===== config.mk =====
export PLATFORM = sky130hd
export DESIGN_NAME = uart_flit_assembler
export DESIGN_NICKNAME = d
export VERILOG_FILES = /design/src/rtl/uart_flit_assembler.sv
export SDC_FILE = /design/constraint.sdc
export NUM_CORES = 1
export LEC_CHECK = 0
export BUFFER_PORTS_ARGS = -buffer_cell sky130_fd_sc_hd__buf_2
export CORE_ASPECT_RATIO = 0.5
export CORE_MARGIN = 2
export CORE_UTILIZATION = 58
export DETAILED_ROUTE_END_ITERATION = 10
export PLACE_DENSITY_LB_ADDON = 0.05
export RECOVER_POWER = 25
export SLEW_MARGIN = 15
export SYNTH_ARGS = -nofsm -noshare
export SYNTH_HDL_FRONTEND = slang
export SYNTH_SLANG_ARGS = --single-unit

===== constraint.sdc =====
create_clock -name clk -period 4.4 [get_ports clk]
set_input_delay 0.22 -clock clk [delete_from_list [all_inputs] [get_ports clk]]
set_output_delay 0.22 -clock clk [all_outputs]
set_load 0.1 [all_outputs]

===== src/rtl/uart_flit_assembler.sv =====
// -----------------------------------------------------------------------------
// uart_flit_assembler
//
// Byte-to-flit deframer that sits directly after uart_rx. It hunts for a
// start-of-flit byte, collects NBYTES payload bytes, checks an XOR checksum
// byte, and then holds the assembled flit on a valid/ready interface until
// the packet layer takes it. Checksum, timeout, line-error and overflow
// events are reported, and a saturating count of all of them is kept.
//
// Ports:
//   clk           in   system clock, rising edge
//   rst_n         in   asynchronous active-low reset
//   rx_data[7:0]  in   byte from uart_rx
//   rx_valid      in   one-cycle strobe qualifying rx_data
//   rx_err        in   framing/parity error for the strobed byte
//   flit_o        out  assembled flit, payload byte k at bits [8k+7:8k]
//   flit_valid_o  out  flit_o holds a checked flit
//   flit_ready_i  in   consumer accepts when flit_valid_o && flit_ready_i
//   crc_err_o     out  one-cycle pulse on checksum mismatch
//   timeout_o     out  one-cycle pulse on inter-byte timeout
//   drop_o        out  one-cycle pulse when a byte is discarded while a
//                      flit is pending
//   err_count_o   out  saturating count of all error events
// -----------------------------------------------------------------------------
module uart_flit_assembler #(
  parameter int          FLIT_WIDTH     = 64,
  parameter logic [7:0]  SOF_BYTE       = 8'h7E,
  parameter int          TIMEOUT_CYCLES = 1024
) (
  input  logic                  clk,
  input  logic                  rst_n,
  input  logic [7:0]            rx_data,
  input  logic                  rx_valid,
  input  logic                  rx_err,
  output logic [FLIT_WIDTH-1:0] flit_o,
  output logic                  flit_valid_o,
  input  logic                  flit_ready_i,
  output logic                  crc_err_o,
  output logic                  timeout_o,
  output logic                  drop_o,
  output logic [7:0]            err_count_o
);

  localparam int NBYTES = FLIT_WIDTH / 8;
  localparam int IDX_W  = (NBYTES > 1) ? $clog2(NBYTES) : 1;
  localparam int TMR_W  = $clog2(TIMEOUT_CYCLES);

  localparam logic [IDX_W-1:0] LAST_IDX = IDX_W'(NBYTES - 1);
  // The timeout pulse is registered, so it is launched on the edge where the
  // timer steps onto TIMEOUT_CYCLES-1; that makes it visible in the same
  // cycle the timer reaches its limit.
  localparam logic [TMR_W-1:0] TMR_FIRE = TMR_W'(TIMEOUT_CYCLES - 2);

  typedef enum logic [1:0] {
    S_IDLE     = 2'd0,
    S_PAYLOAD  = 2'd1,
    S_CHECKSUM = 2'd2,
    S_HOLD     = 2'd3
  } state_t;

  state_t                r_state;
  logic [IDX_W-1:0]      r_idx;
  logic [7:0]            r_acc;
  logic [TMR_W-1:0]      r_timer;
  logic [FLIT_WIDTH-1:0] r_flit;
  logic                  r_flit_valid;
  logic                  r_crc_err;
  logic                  r_timeout;
  logic                  r_drop;
  logic [7:0]            r_err_count;

  logic w_accept;
  logic w_line_err;
  logic w_sof;
  logic w_in_frame;
  logic w_crc_evt;
  logic w_abort_evt;
  logic w_tmo_evt;
  logic w_drop_evt;
  logic w_err_evt;

  assign w_accept   = rx_valid & ~rx_err;
  assign w_line_err = rx_valid & rx_err;
  assign w_sof      = w_accept & (rx_data == SOF_BYTE);
  assign w_in_frame = (r_state == S_PAYLOAD) | (r_state == S_CHECKSUM);

  // Event decode. The conditions are mutually exclusive, so at most one
  // error event can occur per cycle. A strobe of any kind on the firing
  // cycle suppresses the timeout: a good byte restarts the timer and a bad
  // one is reported as a line-error abort instead.
  assign w_crc_evt   = (r_state == S_CHECKSUM) & w_accept & (rx_data != r_acc);
  assign w_abort_evt = w_in_frame & w_line_err;
  assign w_tmo_evt   = w_in_frame & ~rx_valid & (r_timer == TMR_FIRE);
  assign w_drop_evt  = (r_state == S_HOLD) & ~flit_ready_i & rx_valid;
  assign w_err_evt   = w_crc_evt | w_abort_evt | w_tmo_evt | w_drop_evt;

  always_ff @(posedge clk or negedge rst_n) begin
    if (!rst_n) begin
      r_state      <= S_IDLE;
      r_idx        <= '0;
      r_acc        <= '0;
      r_timer      <= '0;
      r_flit       <= '0;
      r_flit_valid <= 1'b0;
      r_crc_err    <= 1'b0;
      r_timeout    <= 1'b0;
      r_drop       <= 1'b0;
      r_err_count  <= '0;
    end else begin
      r_crc_err <= w_crc_evt;
      r_timeout <= w_tmo_evt;
      r_drop    <= w_drop_evt;

      if (w_err_evt && (r_err_count != 8'hFF)) begin
        r_err_count <= r_err_count + 8'd1;
      end

      case (r_state)
        S_IDLE: begin
          if (w_sof) begin
            r_state <= S_PAYLOAD;
            r_idx   <= '0;
            r_acc   <= '0;
            r_timer <= '0;
          end
        end

        S_PAYLOAD: begin
          if (w_line_err) begin
            r_state <= S_IDLE;
          end else if (w_accept) begin
            // SOF_BYTE is ordinary data here.
            r_flit[8*r_idx +: 8] <= rx_data;
            r_acc                <= r_acc ^ rx_data;
            r_idx                <= r_idx + IDX_W'(1);
            r_timer              <= '0;
            if (r_idx == LAST_IDX) begin
              r_state <= S_CHECKSUM;
            end
          end else if (w_tmo_evt) begin
            r_state <= S_IDLE;
          end else begin
            r_timer <= r_timer + TMR_W'(1);
          end
        end

        S_CHECKSUM: begin
          if (w_line_err) begin
            r_state <= S_IDLE;
          end else if (w_accept) begin
            r_timer <= '0;
            if (rx_data == r_acc) begin
              r_state      <= S_HOLD;
              r_flit_valid <= 1'b1;
            end else begin
              r_state <= S_IDLE;
            end
          end else if (w_tmo_evt) begin
            r_state <= S_IDLE;
          end else begin
            r_timer <= r_timer + TMR_W'(1);
          end
        end

        S_HOLD: begin
          // On the handshake cycle the incoming byte is treated as if we
          // were already idle, so back-to-back frames lose no SOF.
          if (flit_ready_i) begin
            r_flit_valid <= 1'b0;
            if (w_sof) begin
              r_state <= S_PAYLOAD;
              r_idx   <= '0;
              r_acc   <= '0;
              r_timer <= '0;
            end else begin
              r_state <= S_IDLE;
            end
          end
        end

        default: begin
          r_state <= S_IDLE;
        end
      endcase
    end
  end

  assign flit_o       = r_flit;
  assign flit_valid_o = r_flit_valid;
  assign crc_err_o    = r_crc_err;
  assign timeout_o    = r_timeout;
  assign drop_o       = r_drop;
  assign err_count_o  = r_err_count;

endmodule


# Word level (Yosys, flattened, before mapping)
# Index checks and enable logic that the tools add are counted.
[word_totals]
rom_bits = 0
register_bits = 99
wordCells = 97
mem_count = 0
ramBits = 0
output_inout_bits = 76
latch_bits = 0
[op_classes]
n_eq_ne = 19
shifts = 2
n_mux = 33
n_addsub = 4
reduce_logical = 10
n_mul = 0
n_div = 0
bitwise_logic = 19
magnitude_cmp = 0
[ops]
columns = ["operator", "n"]
rows = [
  ["$bwmux W64", 1],
  ["$shift A8 B34 Y64 const A", 1],
  ["$shiftx A8 B34 Y64", 1],
  ["$mux W10", 5],
  ["$neg A6 Y34", 1],
  ["$mux W8", 4],
  ["$pmux W10 S3", 1],
  ["$pmux W8 S3", 1],
  ["$mux W2", 9],
  ["$ne A2 B2 Y1 const B", 7],
  ["$mux W3", 4],
  ["$add A10 B1 Y10 const B", 1],
  ["$and A1 B1 Y1", 10],
  ["$eq A10 B10 Y1 const B", 1],
  ["$pmux W3 S3", 1],
  ["$reduce_and A3 Y1", 3],
  ["$add A8 B1 Y8 const B", 1],
  ["$eq A8 B7 Y1 const B", 1],
  ["$eq A8 B8 Y1", 1],
  ["$ne A8 B8 Y1", 1],
  ["$ne A8 B8 Y1 const B", 1],
  ["$pmux W2 S4", 1],
  ["$xor A8 B8 Y8", 1],
  ["$mux W1", 5],
  ["other kinds (17)", 24],
]

# Depth between registers and ports, before layout
[logic_depth]
word_depth = 8
ltp_mapped = 9

# Worst setup path after synthesis
# Ideal clock, no wire load.
[synth_path]
path_type = "reg-to-reg"
from = "register r_idx[0]"
to = "register r_flit[16] (netlist: flit_o[16])"
path_stages_with_launch = 9
n_path_buf = 2
setup_time_ps = 125
synth_period_minus_slack_ps = 2245
t_required_ps = 4275
setup_slack_ps = 2155
t_arrival_ps = 2119
cell_sequence = "dfrtp_1 buf_2 inv_1 ha_1 nor3b_2 nor2b_1 and4_1 buf_4 mux2_2"
[synth_between]
elab_chain_len = 3
[synth_lines]
columns = ["element", "line", "rtl"]
rows = [
  ["start: declaration", "62", "logic [IDX_W-1:0] r_idx;"],
  ["start signal: assignment", "135", "r_idx <= r_idx + IDX_W'(1);"],
  ["$neg A6 Y34 (*)", "133", "r_flit[8*r_idx +: 8] <= rx_data;"],
  ["$shiftx A8 B34 Y64 / $shift A8 B34 Y64 (equally long branches)", "133", ""],
  ["$bwmux W64 (*)", "133", ""],
  ["end signal: indexed assignment", "133", ""],
  ["end: declaration", "65", "logic [FLIT_WIDTH-1:0] r_flit;"],
]
# Mark *: on every way between the ends. The rest lies on a longest branch, timed or not.
# A chain may end at the register's enable or synchronous reset.

# Final worst setup path
[layout_path]
from = "register r_idx[0]"
to = "register r_flit[21] (netlist: flit_o[21])"
# The elaborated chain is that of the path after synthesis.

==> impl_metrics.json <==
{
  "ctsResizeCount": 0,
  "dpl.hpwl_um": 7930,
  "num_rows": 23,
  "fin_crit_sh_pct": 67.4,
  "wl_um": 11100,
  "grt_antenna_before_repair": 0,
  "grt_usage_pct": 26.1,
  "end_kind": "flop",
  "ant_nets": 0,
  "viasPerCell": 5.82,
  "final_layout_size_suffix_gt1_share_pct": 34.3,
  "synthTopCellsByArea": "dfrtp_1 (52%), mux2_2 (12%), ha_1 (3.4%)",
  "slew_headroom_pct": 21.0,
  "skew_ns": 0.00620,
  "synth_top_area_share_pct": 51.8,
  "finalMaxSlewViolations": 0,
  "synth_common_cells": "dfrtp_1 (99), mux2_2 (53), nand2_1 (31)",
  "syn_inst": 404,
  "wl_per_cell_um": 18.2,
  "fmaxAchievable_ghz": 0.337,
  "drc_errors": 0,
  "core_region_area_sq_mm": 0.00800,
  "n_antenna_cell": 0,
  "yosysMostFrequentCell": "dfrtp_1",
  "multiInputGateArea_sq_mm": 0.00216,
  "maxCapViolCount": 0,
  "post_cts_buffers": 0,
  "htreeDepth": 3,
  "hold_buffers": 1,
  "cp-start-kind": "flop",
  "cts_buffers": 9,
  "grt_max_degree": 62,
  "grt_overflow": 0,
  "cts_tree": "built",
  "tightest_slew_ns": 1.19,
  "drt_iter0_drc": 243,
  "path_max_fanout": 18,
  "grt_pass1_vias": 3512,
  "vias": 3553,
  "dp.cells": 593,
  "syn_area_sq_mm": 0.00478,
  "ys_seq_elements": 99,
  "timing.setup.tns_ns": 0,
  "period_minus_slack_ns": 2.97,
  "gp_congestion": 0.859,
  "hold_viol": 0,
  "layout.nets": 519,
  "min_path_cells": 3,
  "clock_sinks": 99,
  "die_w_um": 132,
  "worst_ep_required_time_ns": 4.63,
  "fillers": 604,
  "worstHoldStart": "flit_ready_i",
  "syn_nets": 430,
  "synthToLayoutAreaGrowth_pct": 17.4,
  "synth_top_area_cell": "dfrtp_1",
  "io_pins": 89,
  "synthFlopType": "dfrtp_1",
  "outcome": "complete, no violations",
  "portBuffers": 88,
  "regToRegStartpoint": "r_idx[0]",
  "synthArstFlopShare_pct": 100,
  "setup_viol": 0,
  "final_cells": 610,
  "synth-edff-count": 0,
  "avgSynthCellArea_sq_um": 11.8,
  "clockBufferDepth": 2,
  "rsz0062_at_grt": "no",
  "drt_first_pass_iters": 4,
  "hold_path.class": "in2reg",
  "path_class": "reg2reg",
  "die-area_sq_mm": 0.00903,
  "r2r_cells": 6,
  "cp-startpoint": "r_idx[0]",
  "synth_cell_types": 52,
  "insertion_delay_ns": 0.35,
  "yosysSeqAreaShare_pct": 51.8,
  "start_util_pct": 59.8,
  "seq_area_sq_mm": 0.00248,
  "clk_pin_slew_ns": 0.07,
  "grt_pass1_wl_um": 18000,
  "die_y_um": 68.2,
  "cp.arrival_ns": 3.19,
  "cts-root-buf": "clkbuf_16",
  "yosys_warnings": 0
}
-- critical path, cell delays in order, from the launching register on --
cell	delay, ns
dfrtp_1	0.69
inv_1	0.19
ha_1	0.48
nor3b_2	0.44
nor2b_1	0.22
and4_1	0.44
mux2_2	0.39
-- final cells by class --
class / instances / area share, %
flip-flops and latches: 99 / 44.1
multi-input cells: 270 / 38.5
repair buffers: 92 / 8.29
clock buffers: 10 / 4.08
well taps: 112 / 2.49
inverters: 21 / 1.40
clock inverters: 6 / 1.16
-- registers in the layout, indices dropped and copies added, names as in the netlist --
signal and count:
r_acc 8, timeout_o 1, r_state 2, r_timer 10, crc_err_o 1, flit_valid_o 1
drop_o 1, err_count_o 8, flit_o 64, r_idx 3
-- cell usage in the layout, fill, tap and decap left out, types with 11 or more instances in the layout --
cell type / count
and2_1: 18
buf_2: 79
dfrtp_1: 99
ha_1: 13
inv_1: 21
mux2_2: 53
nand2_1: 31
nand3_1: 11
nor2_1: 12
o2111ai_1: 11
o21ai_0: 26
-- kinds of logic (layout without fill, tap and decap cells) --
logic type | after synthesis | after routing | share of synthesized area [%]
AOI/OAI and AO/OA | 73 | 73 | 11.1
adders and majority gates | 13 | 13 | 3.40
muxes | 62 | 62 | 15.0
xor gates and xnor gates | 14 | 14 | 2.56
DFF | 99 | 99 | 51.8
buffers and inverters | 35 | 129 | 3.03
and+or+nand+nor | 108 | 108 | 13.1
-- metal layers --
metal | share of wire (%) | global-route usage [%] | up-vias | routed length (um)
met5 | 0 | 0 | - | 0
met2 | 48 | 44.4 | 129 | 5270
met3 | 6.3 | 7.33 | 19 | 701
met1 | 45 | 33.2 | 1781 | 4930
met4 | 1.5 | 9.01 | 0 | 171
li1 | - | - | 1624 | -
-- through the flow --
stage | util [%] | instance area [sq um] | hold WS, ns | setup WS (ns)
finish | 70.2 | 5620 | 0.179 | 1.43
floorplan | - | 4780 | -0.0756 | 2.16
global placement | 66.5 | 5320 | 0.325 | 1.75
global route | 70.2 | 5620 | 0.182 | 1.19
detailed placement | 66.5 | 5320 | 0.352 | 1.50
CTS | 70.3 | 5630 | 0.170 | 1.47
-- path summary, 6_finish.rpt --
check | slack (ns) | end
setup / recovery | 1.43 | flit_o[21]
hold / removal | 0.18 | flit_valid_o
setup reg to reg | 1.43 | flit_o[21]
hold reg to reg | 0.49 | r_timer[9]
max in group asynchronous | 2.90 | flit_o[16]
min in group asynchronous | 0.49 | err_count_o[6]
Power is left out: the tool's default activity adds up to more than one toggle a clock period on the data nets, which glitch-free logic cannot reach.
